[src/rtl/transform_sched_pkg.sv]
// Shared encodings for the residual inverse-transform sequencer: states,
// block-type codes and per-phase cycle-count lookup.
package transform_sched_pkg;

  typedef enum logic [2:0] {
    ST_IDLE = 3'd0,
    ST_DHT  = 3'd1,
    ST_IQ   = 3'd2,
    ST_IDCT = 3'd3,
    ST_ZERO = 3'd4,
    ST_DONE = 3'd5
  } state_e;

  typedef enum logic [2:0] {
    BT_NONE  = 3'd0,
    BT_L16DC = 3'd1,
    BT_L16AC = 3'd2,
    BT_L4X4  = 3'd3,
    BT_L8X8  = 3'd4,
    BT_CDC   = 3'd5,
    BT_CAC   = 3'd6,
    BT_RSVD  = 3'd7
  } blk_type_e;

  typedef enum logic [1:0] {
    PH_DHT  = 2'd0,
    PH_IQ   = 2'd1,
    PH_IDCT = 2'd2
  } phase_e;

  typedef struct packed {
    logic [7:0] dht16;
    logic [7:0] dht2;
    logic [7:0] iq4;
    logic [7:0] iq8;
    logic [7:0] idct4;
    logic [7:0] idct8;
  } cyc_cfg_t;

  // Length in cycles of a phase for a given block type; 8x8 only widens IQ/IDCT.
  function automatic logic [7:0] phase_len(input logic [2:0] bt, input phase_e ph,
                                           input cyc_cfg_t cfg);
    logic [7:0] len;
    len = 8'd1;
    case (ph)
      PH_DHT:  len = (bt == BT_L16DC) ? cfg.dht16 : cfg.dht2;
      PH_IQ:   len = (bt == BT_L8X8) ? cfg.iq8 : cfg.iq4;
      PH_IDCT: len = (bt == BT_L8X8) ? cfg.idct8 : cfg.idct4;
      default: len = 8'd1;
    endcase
    return len;
  endfunction

endpackage

[src/rtl/transform_sched.sv]
// Sequencer for the DHT -> IQ -> IDCT residual datapath with a zero-block
// shortcut and out_valid/out_ready handshake allowing back-to-back blocks.
//
// state | meaning
// IDLE  | waiting for start
// DHT   | DC Hadamard (luma 4x4 or chroma 2x2)
// IQ    | inverse quantisation
// IDCT  | inverse transform (4x4 or 8x8)
// ZERO  | all-zero block, single write cycle
// DONE  | result held until out_ready
module transform_sched
  import transform_sched_pkg::*;
#(
  parameter int QP_W       = 6,
  parameter int CNT_W      = 4,
  parameter int DHT16_CYC  = 8,
  parameter int DHT2_CYC   = 1,
  parameter int DHT_RD_CYC = 4,
  parameter int IQ4_CYC    = 4,
  parameter int IQ8_CYC    = 16,
  parameter int IDCT4_CYC  = 8,
  parameter int IDCT8_CYC  = 16
) (
  input  logic             clk,
  input  logic             rst_n,
  input  logic             ena,
  input  logic             start,
  input  logic [2:0]       blk_type_in,
  input  logic             cc_in,
  input  logic [6:0]       total_coeff,
  input  logic [3:0]       blk_idx_in,
  input  logic [QP_W-1:0]  qp_y,
  input  logic [QP_W-1:0]  qp_cb,
  input  logic [QP_W-1:0]  qp_cr,
  input  logic             out_ready,
  output logic [2:0]       state,
  output logic [2:0]       block_type,
  output logic [CNT_W-1:0] counter,
  output logic [QP_W-1:0]  curr_qp,
  output logic [3:0]       dc_rd_idx,
  output logic             dht_wr,
  output logic             iq_wr,
  output logic             dc_wr,
  output logic             idct_wr,
  output logic             zero_wr,
  output logic             rd,
  output logic             out_valid,
  output logic             busy
);

  localparam cyc_cfg_t CFG = '{
    dht16: 8'(DHT16_CYC), dht2: 8'(DHT2_CYC), iq4: 8'(IQ4_CYC),
    iq8: 8'(IQ8_CYC), idct4: 8'(IDCT4_CYC), idct8: 8'(IDCT8_CYC)
  };
  localparam logic [CNT_W-1:0] RD_LIM = CNT_W'(DHT_RD_CYC);

  state_e           state_q, state_d, ld_state;
  logic [2:0]       bt_q;
  logic [CNT_W-1:0] cnt_q, cnt_d, ld_cnt;
  logic [QP_W-1:0]  qp_q, qp_sel;
  logic             valid_q;
  logic             acc, zero_blk, dc_blk_in, dc_blk_q;

  assign acc = ena & start & ((state_q == ST_IDLE) | ((state_q == ST_DONE) & out_ready));
  assign dc_blk_in = (blk_type_in == BT_L16DC) | (blk_type_in == BT_CDC);
  assign dc_blk_q  = (bt_q == BT_L16DC) | (bt_q == BT_CDC);

  // Only AC-carrying types can skip on an empty block; DC blocks always run.
  assign zero_blk = (blk_type_in == BT_NONE) | (blk_type_in == BT_RSVD) |
                    ((total_coeff == 7'd0) &
                     ((blk_type_in == BT_L16AC) | (blk_type_in == BT_L4X4) |
                      (blk_type_in == BT_L8X8)  | (blk_type_in == BT_CAC)));

  always_comb begin
    ld_state = ST_IQ;
    ld_cnt   = CNT_W'(phase_len(blk_type_in, PH_IQ, CFG) - 8'd1);
    if (zero_blk) begin
      ld_state = ST_ZERO;
      ld_cnt   = '0;
    end else if (dc_blk_in) begin
      ld_state = ST_DHT;
      ld_cnt   = CNT_W'(phase_len(blk_type_in, PH_DHT, CFG) - 8'd1);
    end
    qp_sel = ((blk_type_in >= 3'd1) && (blk_type_in <= 3'd4)) ? qp_y
           : (cc_in ? qp_cr : qp_cb);
  end

  always_comb begin
    state_d = state_q;
    cnt_d   = cnt_q;
    case (state_q)
      ST_IDLE: if (acc) begin
        state_d = ld_state;
        cnt_d   = ld_cnt;
      end
      ST_DHT: if (cnt_q == '0) begin
        state_d = ST_IQ;
        cnt_d   = CNT_W'(phase_len(bt_q, PH_IQ, CFG) - 8'd1);
      end else begin
        cnt_d = cnt_q - 1'b1;
      end
      ST_IQ: if (cnt_q == '0) begin
        if (dc_blk_q) begin
          state_d = ST_DONE;
        end else begin
          state_d = ST_IDCT;
          cnt_d   = CNT_W'(phase_len(bt_q, PH_IDCT, CFG) - 8'd1);
        end
      end else begin
        cnt_d = cnt_q - 1'b1;
      end
      ST_IDCT: if (cnt_q == '0) state_d = ST_DONE;
               else cnt_d = cnt_q - 1'b1;
      ST_ZERO: state_d = ST_DONE;
      ST_DONE: if (acc) begin
        state_d = ld_state;
        cnt_d   = ld_cnt;
      end else if (out_ready) begin
        state_d = ST_IDLE;
      end
      default: state_d = ST_IDLE;
    endcase
  end

  always_ff @(posedge clk or negedge rst_n) begin
    if (!rst_n) begin
      state_q <= ST_IDLE;
      bt_q    <= '0;
      cnt_q   <= '0;
      qp_q    <= '0;
      valid_q <= 1'b0;
    end else if (ena) begin
      state_q <= state_d;
      cnt_q   <= cnt_d;
      valid_q <= (state_d == ST_DONE);
      if (acc) begin
        bt_q <= blk_type_in;
        qp_q <= qp_sel;
      end
    end
  end

  always_comb begin
    dc_rd_idx = 4'd0;
    if (blk_type_in == BT_L16AC)   dc_rd_idx = blk_idx_in;
    else if (blk_type_in == BT_CAC) dc_rd_idx = {1'b0, cc_in, blk_idx_in[1:0]};
  end

  assign state      = state_q;
  assign block_type = bt_q;
  assign counter    = cnt_q;
  assign curr_qp    = qp_q;
  assign out_valid  = valid_q;
  assign busy       = (state_q != ST_IDLE);
  assign dht_wr     = (state_q == ST_DHT);
  assign iq_wr      = (state_q == ST_IQ);
  assign dc_wr      = (state_q == ST_IQ) & dc_blk_q;
  assign idct_wr    = (state_q == ST_IDCT);
  assign zero_wr    = (state_q == ST_ZERO);
  assign rd         = ((state_q == ST_DHT) & (cnt_q < RD_LIM)) |
                      (state_q == ST_IQ) | (state_q == ST_IDCT);

endmodule

[config.mk]
export PLATFORM = sky130hd
export DESIGN_NAME = transform_sched
export DESIGN_NICKNAME = d
export VERILOG_FILES = /design/src/rtl/transform_sched_pkg.sv /design/src/rtl/transform_sched.sv
export SDC_FILE = /design/constraint.sdc
export NUM_CORES = 1
export LEC_CHECK = 0
export CELL_PAD_IN_SITES_DETAIL_PLACEMENT = 1
export CELL_PAD_IN_SITES_GLOBAL_PLACEMENT = 1
export CORE_AREA = 2 2 72 74
export DETAILED_ROUTE_END_ITERATION = 10
export DIE_AREA = 0 0 74 76
export MAX_ROUTING_LAYER = met4
export PLACE_DENSITY = 0.83
export SLEW_MARGIN = 40
export SYNTH_ARGS = -nofsm -noshare
export SYNTH_HDL_FRONTEND = slang
export SYNTH_SLANG_ARGS = --single-unit
[constraint.sdc]
create_clock -name clk -period 2.4 [get_ports clk]
set_input_delay 0.24 -clock clk [delete_from_list [all_inputs] [get_ports clk]]
set_output_delay 0.24 -clock clk [all_outputs]
set_load 0.05 [all_outputs]
==> flow_summary.json <==
{
  "status": "complete, no violations",
  "synthMuxAreaShare": 0.06190,
  "fin_tns_setup_ns": 0,
  "hold_class": "input port to asynchronous set/reset pin",
  "slew_headroom": 0.6391,
  "track_usage": 0.1564,
  "cts_sinks": 17,
  "die_h_um": 76,
  "p_leak_uw": 0.0008959,
  "core_area_mm2": 0.004912,
  "tightest_slew_ns": 0.5339,
  "setup.worst_path.start_class": "flop",
  "rsz0062_at_grt": "false",
  "grt_pass1_vias": 1518,
  "fin_crit_ns": 2.178,
  "syn-cell-area_mm2": 0.001314,
  "drc": 0,
  "synth_cell_types": 45,
  "synth_simple_gate_area_share": 0.2552,
  "cts_buffers": 3,
  "fp.dieArea_mm2": 0.005624,
  "drt_iter0_markers": 31,
  "async_flop_share": 1.000,
  "ys_seq_area_frac": 0.3238,
  "vdd_drop_max_uv": 445.7,
  "overflow": 0,
  "post-synth-top-area-cell": "dfrtp_1",
  "finClkSkew_ns": 0.003406,
  "post-cts-setup-buffers": 0,
  "antenna_found_initial": 0,
  "dr.pass1.iters": 4,
  "initial_core_util": 0.2674,
  "ys.flop_type": "dfrtp_1",
  "h-tree-depth": 1,
  "cts_tree": "yes",
  "synthAdderAreaFrac": 0.009524,
  "cp.arrival_ns": 1.94,
  "cap_violations": 0,
  "synth_xor_area_frac": 0.02000,
  "end_kind": "output pin",
  "vias": 1439,
  "gp_congestion": 0.7363,
  "n_fill_cell": 602,
  "power.density_mw_per_mm2": 1057,
  "synth_edf_count": 0,
  "insertion_delay_ns": 0.25,
  "synth_top_family_by_area": "compound AO/OA/AOI/OAI gates",
  "grt_max_degree": 18,
  "final_max_slew_viol_count": 0,
  "syn_nets": 199,
  "synth_compound_area_frac": 0.2581,
  "synth_area_leaders": "dfrtp_1 (32%), mux2i_1 (5.3%), a21oi_1 (4.6%)",
  "fmax_mhz": 459.0,
  "synth_cells": 160,
  "setup_violations": 0,
  "wirelength_um": 3972,
  "required_ns": 2.16,
  "hold_viol": 0,
  "cts_max_path_buffers": 2,
  "ant_nets": 0,
  "place_hpwl_um": 3208,
  "ys_seq_elements": 17,
  "criticalPathCategory": "flop to output pin",
  "syn_to_final_growth_pct": 61.33,
  "syn_area_per_cell_um2": 8.211,
  "nNetsFinal": 269,
  "grt_pass1_wl_um": 6941,
  "fp.dieW_um": 74,
  "viasPerCell": 4.813,
  "pin_count": 66,
  "row_count": 26,
  "root_buffer": "clkbuf_8",
  "yosysWarnings": 0,
  "wl_per_cell_um": 13.28,
  "antenna_cells": 0,
  "clk_pin_slew_worst_paths_ns": 0.07,
  "yosysMostFrequentCell": "dfrtp_1",
  "final_util": 0.4315,
  "ys_top_cells_by_count": "dfrtp_1 (17), nand2_1 (16), nor2_1 (16), a21oi_1 (12), o21ai_1 (10)",
  "yosysTopAreaCellShare": 0.3238,
  "io_buffers": 65,
  "cp_max_fo": 14,
  "drive_gt1_frac": 0.1397,
  "post-route-period-util": 0.9077
}
[power breakdown]
part / switching (µW) / total, µW / leakage (µW) / internal, µW
sequential: 127 / 538 / 0.000209 / 412
clock: 99.2 / 217 / 0.0000228 / 118
combinational: 950 / 1480 / 0.000664 / 535
total: 1180 / 2240 / 0.000896 / 1060
[layout make-up]
type                       instances  area, µm²  area share
multi-input combinational        126      804.5      0.3796
timing repair buffer              75      730.7      0.3447
sequential                        17      425.4      0.2007
tap                               70      87.58     0.04132
clock buffer                       4      45.04     0.02125
inverter                           7      26.28     0.01240
[placed cells by master (no fill, tap or decap), types with 6 or more instances in the layout]
| master | synthesis | layout |
|---|---|---|
| nor2_1 | 16 | 16 |
| nand2_1 | 16 | 16 |
| dfrtp_1 | 17 | 17 |
| clkdlybuf4s50_1 | 0 | 57 |
| and3_1 | 6 | 6 |
| mux2i_1 | 7 | 7 |
| buf_4 | 0 | 14 |
| a21oi_1 | 12 | 12 |
| o21ai_1 | 10 | 10 |
[routing by layer]
metal | part of all wire | track usage | wire length, µm
met4 | 0.0043 | 0.02727 | 17
met1 | 0.46 | 0.1997 | 1832
met3 | 0.039 | 0.02381 | 156
met2 | 0.49 | 0.2625 | 1966
met5 | 0 | - | 0
[sequential cells by signal, summed over array words and instances (netlist names)]
register	count
curr_qp	6
counter	4
block_type	3
state	3
out_valid	1
[final timing paths]
path                                   startpoint                endpoint  slack, ns  cells after the start
setup / recovery             state[2]$_DFFE_PN0P_                 zero_wr       0.22                      3
min in group clk           curr_qp[2]$_DFFE_PN0P_  curr_qp[2]$_DFFE_PN0P_       0.49                      2
setup reg to reg           counter[0]$_DFFE_PN0P_  counter[3]$_DFFE_PN0P_       0.53                      8
hold reg to reg            curr_qp[2]$_DFFE_PN0P_  curr_qp[2]$_DFFE_PN0P_       0.49                      2
hold / removal                              rst_n  curr_qp[4]$_DFFE_PN0P_       0.45                      2
max in group asynchronous                   rst_n   out_valid$_DFFE_PN0P_       1.65                      2
[metrics by stage]
stage / setup WS [ns] / total power [µW] / hold WS (ns) / cells / cell area [µm²]
after floorplan: 0.06030 / 1520 / -0.05559 / 160 / 1324
after global placement: 0.1468 / 2012 / 0.4656 / 294 / 2069
after detailed placement: 0.09080 / 2038 / 0.4801 / 294 / 2069
after CTS: 0.2096 / 2266 / 0.4941 / 298 / 2115
after global routing: 0.09265 / 2397 / 0.4828 / 299 / 2120
final: 0.2216 / 2240 / 0.4526 / 299 / 2120
[worst max-delay path, cell delays in order (launching register included)]
cell,delay (ns)
dfrtp_1,0.65
nand2b_1,0.14
nor2_1,0.10
clkdlybuf4s50_1,0.80
[repair_timing]
| action | 4_1_cts | 5_1_grt |
|---|---|---|
| endpoints found under the hold margin | 0 | 17 |
| hold buffers | 0 | 1 |
| resized for setup | 0 | 0 |
[kinds of logic (layout without fill, tap and decap cells)]
| logic type | count (synthesis) | in the layout |
|---|---|---|
| flops | 17 | 17 |
| xor+xnor | 3 | 3 |
| simple gates | 64 | 64 |
| fa+ha+maj | 1 | 1 |
| mux | 8 | 8 |
| compound gates | 50 | 50 |
| buf+inv | 17 | 86 |
(Power assumes the default switching activity.)
